**config.mk**
```make
export PLATFORM = sky130hd
export DESIGN_NAME = mic_record_ctrl
export DESIGN_NICKNAME = d
export VERILOG_FILES = /design/src/rtl/mic_record_ctrl.sv
export SDC_FILE = /design/constraint.sdc
export NUM_CORES = 1
export LEC_CHECK = 0
export CORE_ASPECT_RATIO = 0.6
export CORE_MARGIN = 1.5
export CORE_UTILIZATION = 62
export DETAILED_ROUTE_END_ITERATION = 16
export GPL_TIMING_DRIVEN = 1
export PLACE_DENSITY = 0.9
export SYNTH_ARGS = -nofsm -noshare
export SYNTH_HDL_FRONTEND = slang
export SYNTH_SLANG_ARGS = --single-unit
```
**constraint.sdc**
```tcl
create_clock -name clk -period 4.07 [get_ports clk]
set_clock_uncertainty 0.15 [all_clocks]
set_input_delay 0.407 -clock clk [delete_from_list [all_inputs] [get_ports clk]]
set_output_delay 0.407 -clock clk [all_outputs]
set_load 0.05 [all_outputs]
```
**src/rtl/mic_record_ctrl.sv**
```systemverilog
// PDM microphone record controller: gated mic clock, warm-up, ones-count decimation,
// and sequential writes of 8-bit PCM samples into the sample RAM.
module mic_record_ctrl #(
   parameter int unsigned DIV_HALF = 20,
   parameter int unsigned WARM     = 256,
   parameter int unsigned DEC      = 255,
   parameter int unsigned ADDR_W   = 15
) (
   input  logic              clk,
   input  logic              reset,
   input  logic              start,
   input  logic              stop,
   input  logic [ADDR_W-1:0] len,
   input  logic              pdm_data,
   output logic              mic_clk,
   output logic              wr_en,
   output logic [ADDR_W-1:0] wr_addr,
   output logic [7:0]        wr_data,
   output logic              busy,
   output logic              done,
   output logic              led
);

   typedef enum logic [1:0] {StIdle, StWarmup, StCapture, StDone} state_e;

   localparam logic [15:0]       CntReload = 16'(DIV_HALF - 1);
   localparam logic [15:0]       WarmLast  = 16'(WARM - 1);
   localparam logic [7:0]        DecLast   = 8'(DEC - 1);
   localparam logic [ADDR_W-1:0] AddrOne   = {{(ADDR_W-1){1'b0}}, 1'b1};

   state_e            state_q, state_d;
   logic [15:0]       cnt_q, cnt_d;
   logic              mic_clk_q, mic_clk_d;
   logic [15:0]       warm_q, warm_d;
   logic [7:0]        bit_q, bit_d;
   logic [7:0]        ones_q, ones_d;
   logic [ADDR_W-1:0] len_q, len_d;
   logic [ADDR_W-1:0] wr_addr_q, wr_addr_d;
   logic [7:0]        wr_data_q, wr_data_d;
   logic              wr_en_q, wr_en_d;
   logic              sync1_q, pdm_s_q;
   logic              running;
   logic              rise;
   logic [ADDR_W-1:0] last_addr;

   assign running   = (state_q == StWarmup) || (state_q == StCapture);
   assign rise      = running && (cnt_q == 16'd0) && !mic_clk_q;
   // len == 0 wraps to all-ones, giving a full 2^ADDR_W sample recording
   assign last_addr = len_q - AddrOne;

   // Two-flop synchroniser for the asynchronous PDM data pin
   always_ff @(posedge clk or posedge reset) begin
      if (reset) begin
         sync1_q <= 1'b0;
         pdm_s_q <= 1'b0;
      end else begin
         sync1_q <= pdm_data;
         pdm_s_q <= sync1_q;
      end
   end

   // State register for the FSM, divider, counters and write port
   always_ff @(posedge clk or posedge reset) begin
      if (reset) begin
         state_q   <= StIdle;
         cnt_q     <= 16'd0;
         mic_clk_q <= 1'b0;
         warm_q    <= 16'd0;
         bit_q     <= 8'd0;
         ones_q    <= 8'd0;
         len_q     <= '0;
         wr_addr_q <= '0;
         wr_data_q <= 8'd0;
         wr_en_q   <= 1'b0;
      end else begin
         state_q   <= state_d;
         cnt_q     <= cnt_d;
         mic_clk_q <= mic_clk_d;
         warm_q    <= warm_d;
         bit_q     <= bit_d;
         ones_q    <= ones_d;
         len_q     <= len_d;
         wr_addr_q <= wr_addr_d;
         wr_data_q <= wr_data_d;
         wr_en_q   <= wr_en_d;
      end
   end

   // Next-state logic: divider, warm-up count, decimation and RAM write sequencing
   always_comb begin
      state_d   = state_q;
      cnt_d     = cnt_q;
      mic_clk_d = mic_clk_q;
      warm_d    = warm_q;
      bit_d     = bit_q;
      ones_d    = ones_q;
      len_d     = len_q;
      wr_addr_d = wr_addr_q;
      wr_data_d = wr_data_q;
      wr_en_d   = 1'b0;

      if (running) begin
         if (cnt_q == 16'd0) begin
            mic_clk_d = ~mic_clk_q;
            cnt_d     = CntReload;
         end else begin
            cnt_d = cnt_q - 16'd1;
         end
      end

      unique case (state_q)
         StIdle: begin
            mic_clk_d = 1'b0;
            if (start) begin
               len_d     = len;
               wr_addr_d = '0;
               bit_d     = 8'd0;
               ones_d    = 8'd0;
               warm_d    = 16'd0;
               cnt_d     = CntReload;
               state_d   = StWarmup;
            end
         end
         StWarmup: begin
            if (stop) begin
               state_d = StDone;
            end else if (rise) begin
               if (warm_q == WarmLast) begin
                  state_d = StCapture;
               end else begin
                  warm_d = warm_q + 16'd1;
               end
            end
         end
         StCapture: begin
            // A write already on the bus still counts even if stop arrives now
            if (wr_en_q) begin
               wr_addr_d = wr_addr_q + AddrOne;
            end
            if (stop) begin
               state_d = StDone;
            end else begin
               if (wr_en_q && (wr_addr_q == last_addr)) begin
                  state_d = StDone;
               end
               if (rise) begin
                  if (bit_q == DecLast) begin
                     wr_en_d   = 1'b1;
                     wr_data_d = ones_q + {7'd0, pdm_s_q};
                     bit_d     = 8'd0;
                     ones_d    = 8'd0;
                  end else begin
                     bit_d  = bit_q + 8'd1;
                     ones_d = ones_q + {7'd0, pdm_s_q};
                  end
               end
            end
         end
         StDone: begin
            mic_clk_d = 1'b0;
            state_d   = StIdle;
         end
         default: state_d = StIdle;
      endcase
   end

   // mic_clk is masked outside the running states so DONE always shows it low
   assign mic_clk = mic_clk_q & running;
   assign wr_en   = wr_en_q;
   assign wr_addr = wr_addr_q;
   assign wr_data = wr_data_q;
   assign busy    = running;
   assign led     = running;
   assign done    = (state_q == StDone);

endmodule

```
==> flow_summary.yaml <==
run_status:
  status: "completed"
pwr:
  power_frac_clock_pct: 21.3
  sw_frac_of_total_pct: 41.0
  p_int_uw: 2140
  combPwrFrac_pct: 41.2
  irDropWorstVdd_mv: 0.312
  p_switching_uw: 1480
  pwr_density_cell_nw_per_um2: 603
  p_seq_share_pct: 37.6
  total_leakage_power_uw: 0.00257
route:
  firstDrtPassIters: 5
  final_antenna_net_count: 0
  via_per_inst: 6.25
  wl_per_cell_um: 17.8
  drc_errors: 0
  num_vias: 4378
  wl_mm: 12.5
  drt_iter0_markers: 388
synth:
  ys_types: 60
  synth_nets: 582
  synth-main-ff-cell: "dfrtp_1"
  ys_warn_count: 0
  synthCells: 549
  ys_top_cells_by_area: "dfrtp_1 44%, o21ai_0 5.6%, xnor2_1 5.4%, nand2_1 4.3%, nor2_1 3.5%"
  yosysMostFrequentCell: "dfrtp_1"
  syn_area_per_cell_um2: 9.47
  synth_top_area_share_pct: 44.3
  ys_seq_area_share_pct: 44.3
  syn_area_um2: 5200
  synth_top_cell_by_area: "dfrtp_1"
  ys_ff_latch: 92
  async_flop_share_pct: 100
  netlist_top_cells_count: "92 x dfrtp_1, 59 x nand2_1, 58 x o21ai_0"
  synth_edf_count: 0
timing:
  period_share_pct: 75.2
  finalSetupTns_ps: 0
  slew_viol_final: 0
  maxSlewHeadroom_pct: 46.0
  finalCriticalPeriod_ps: 3060
  rsz0062_at_grt: "no"
  hold_viol_final: 0
  max_freq_ghz: 0.327
  fin_ws_ps: 1010
  setup_viol: 0
  worstMarginPinSlew_ps: 806
cts:
  clock_latency_ps: 340
  htreeDepth: 3
  cts_tree: "yes"
  cts_root_buf: "clkbuf_16"
  cts_sinks: 92
  cts_buffers: 9
  hold_buffers: 0
  ctsResizeCount: 0
  path_clk_slew_ps: 60
  postCtsSetupBuffers: 0
  clk_path_buf_depth: 2
placed_design:
  place.port_buffers: 47
  gp_congestion: 0.826
  post-place-ws_ps: 1040
  hpwl_mm: 8.87
  dp.cells: 686
finish:
  layout-drive-gt1-share_pct: 7.76
  area.growth.synth_to_final_pct: 15.7
  layout.nets: 622
  final_core_util_pct: 75.1
  num_antenna_cells: 0
  finalNonFillerCells: 701
critical_path:
  slowest_delay_ps: 560
  slowest_stage: "or3_1"
  worstPathCellList: "inv_1 -> ha_1 -> nand4b_1 -> nor4_2 -> nand2_1 -> or3_1 -> o41ai_1"
  worstPathRequired_ps: 4130
  cp_num_buf_inv: 1
  worst_setup_path_start_kind: "flop"
  arrival_ps: 3120
  cpLargestDelayFamily: "simple AND/OR/NAND/NOR gates"
  crit_path_max_fanout: 14
  path_class: "reg2reg"
  crit_path_end_kind: "flop"
floorplan:
  core_area_um2: 8010
  ios: 48
  die_w_um: 121
  num_rows: 25
  initial_utilization_pct: 64.9
  die-area_um2: 8960
  die_h_um: 73.9
global_routing:
  antenna_found_initial: 0
  grt_max_degree: 40
  gr-total-overflow: 0
  grt_pass1_vias: 4236
  grtUsageTotal_pct: 30.0
  grt_pass1_wl_mm: 20.7
run:
  maxCapViolCount: 0
hold_path:
  holdCritPathClass: "reg2reg"
-- flip-flops by register name, summed over array words and instances, names as in the netlist --
register and count:
bit_q 8, sync1_q 1, wr_en 1, ones_q 8, mic_clk_q 1, state_q 2
len_q 15, cnt_q 16, warm_q 16, wr_addr 15, pdm_s_q 1, wr_data 8
-- cells in the final DEF, fill, tap and decap left out, types with 6 or more instances in the layout --
cell type        netlist  routed
nand3_1               21      21
or3_1                  6       6
o21ai_0               58      58
nor3_1                10      10
dfrtp_1               92      92
clkdlybuf4s50_1        0      47
nor2_1                49      49
nand4_1                9       9
ha_1                  13      13
nor2b_1                6       6
o31ai_1               11      11
mux2_2                15      15
xor2_1                16      16
xnor2_1               32      32
and3_1                15      15
nand2_1               59      59
nor4_1                 7       7
and2_1                 9       9
nand2b_1               6       6
a31oi_1               10      10
clkbuf_16              0       9
inv_1                 14      13
-- worst paths after layout --
check                             to  cells after the start  startpoint  slack, ps
max reg2reg                warm_q[9]                      7  state_q[1]       1010
min in group asynchronous   bit_q[4]                      2       reset        310
max                        warm_q[9]                      7  state_q[1]       1010
max in group asynchronous  warm_q[5]                      3       reset       2650
min reg2reg                  pdm_s_q                      0     sync1_q        210
min                          pdm_s_q                      0     sync1_q        210
-- per-stage QoR --
| stage | hold WS, ps | area, um2 | power, uW |
|---|---|---|---|
| CTS | 210 | 6010 | 3620 |
| global placement | 190 | 5740 | 2750 |
| detailed placement | 197 | 5740 | 2840 |
| finish | 210 | 6010 | 3620 |
| global route | 229 | 6010 | 3840 |
| floorplan | 181 | 5200 | 2470 |
-- area by class of cell --
type                    instances  area [um2]
multi-input cells             420        2750
clock buffers                  13         260
inverters                      15        57.6
flip-flops and latches         92        2300
repair buffers                 51         500
well taps                     108         135
clock inverters                 2        10.0
fillers                       568        1990
-- layer usage --
layer | track usage, % | wire length [um]
met1 | 41.3 | 5400
met2 | 47.7 | 5890
met3 | 6.90 | 890
met4 | 11.2 | 300
met5 | 0 | 0
-- power by group through the flow --
stage	registers [uW]	logic [uW]	clock network [uW]
after floorplan	1330	1140	0
after global placement	1350	1400	0
after detailed placement	1370	1470	0
after CTS	1360	1490	779
after global routing	1390	1640	817
final	1360	1490	771
-- worst register-to-register path: stages (launching register included) --
cell and delay (ps):
dfrtp_1 440, inv_1 110, ha_1 550, nand4b_1 180
nor4_2 310, nand2_1 130, or3_1 560, o41ai_1 500
-- kinds of logic after synthesis --
logic type / share of synthesized area, %
multiplexers: 4.12
AND/OR/NAND/NOR: 23.1
flip-flops: 44.3
XOR/XNOR: 8.09
adder cells (fa/ha/maj): 3.13
AO/OA/AOI/OAI: 14.5
buffers and inverters: 2.84
(Power assumes the default switching activity.)
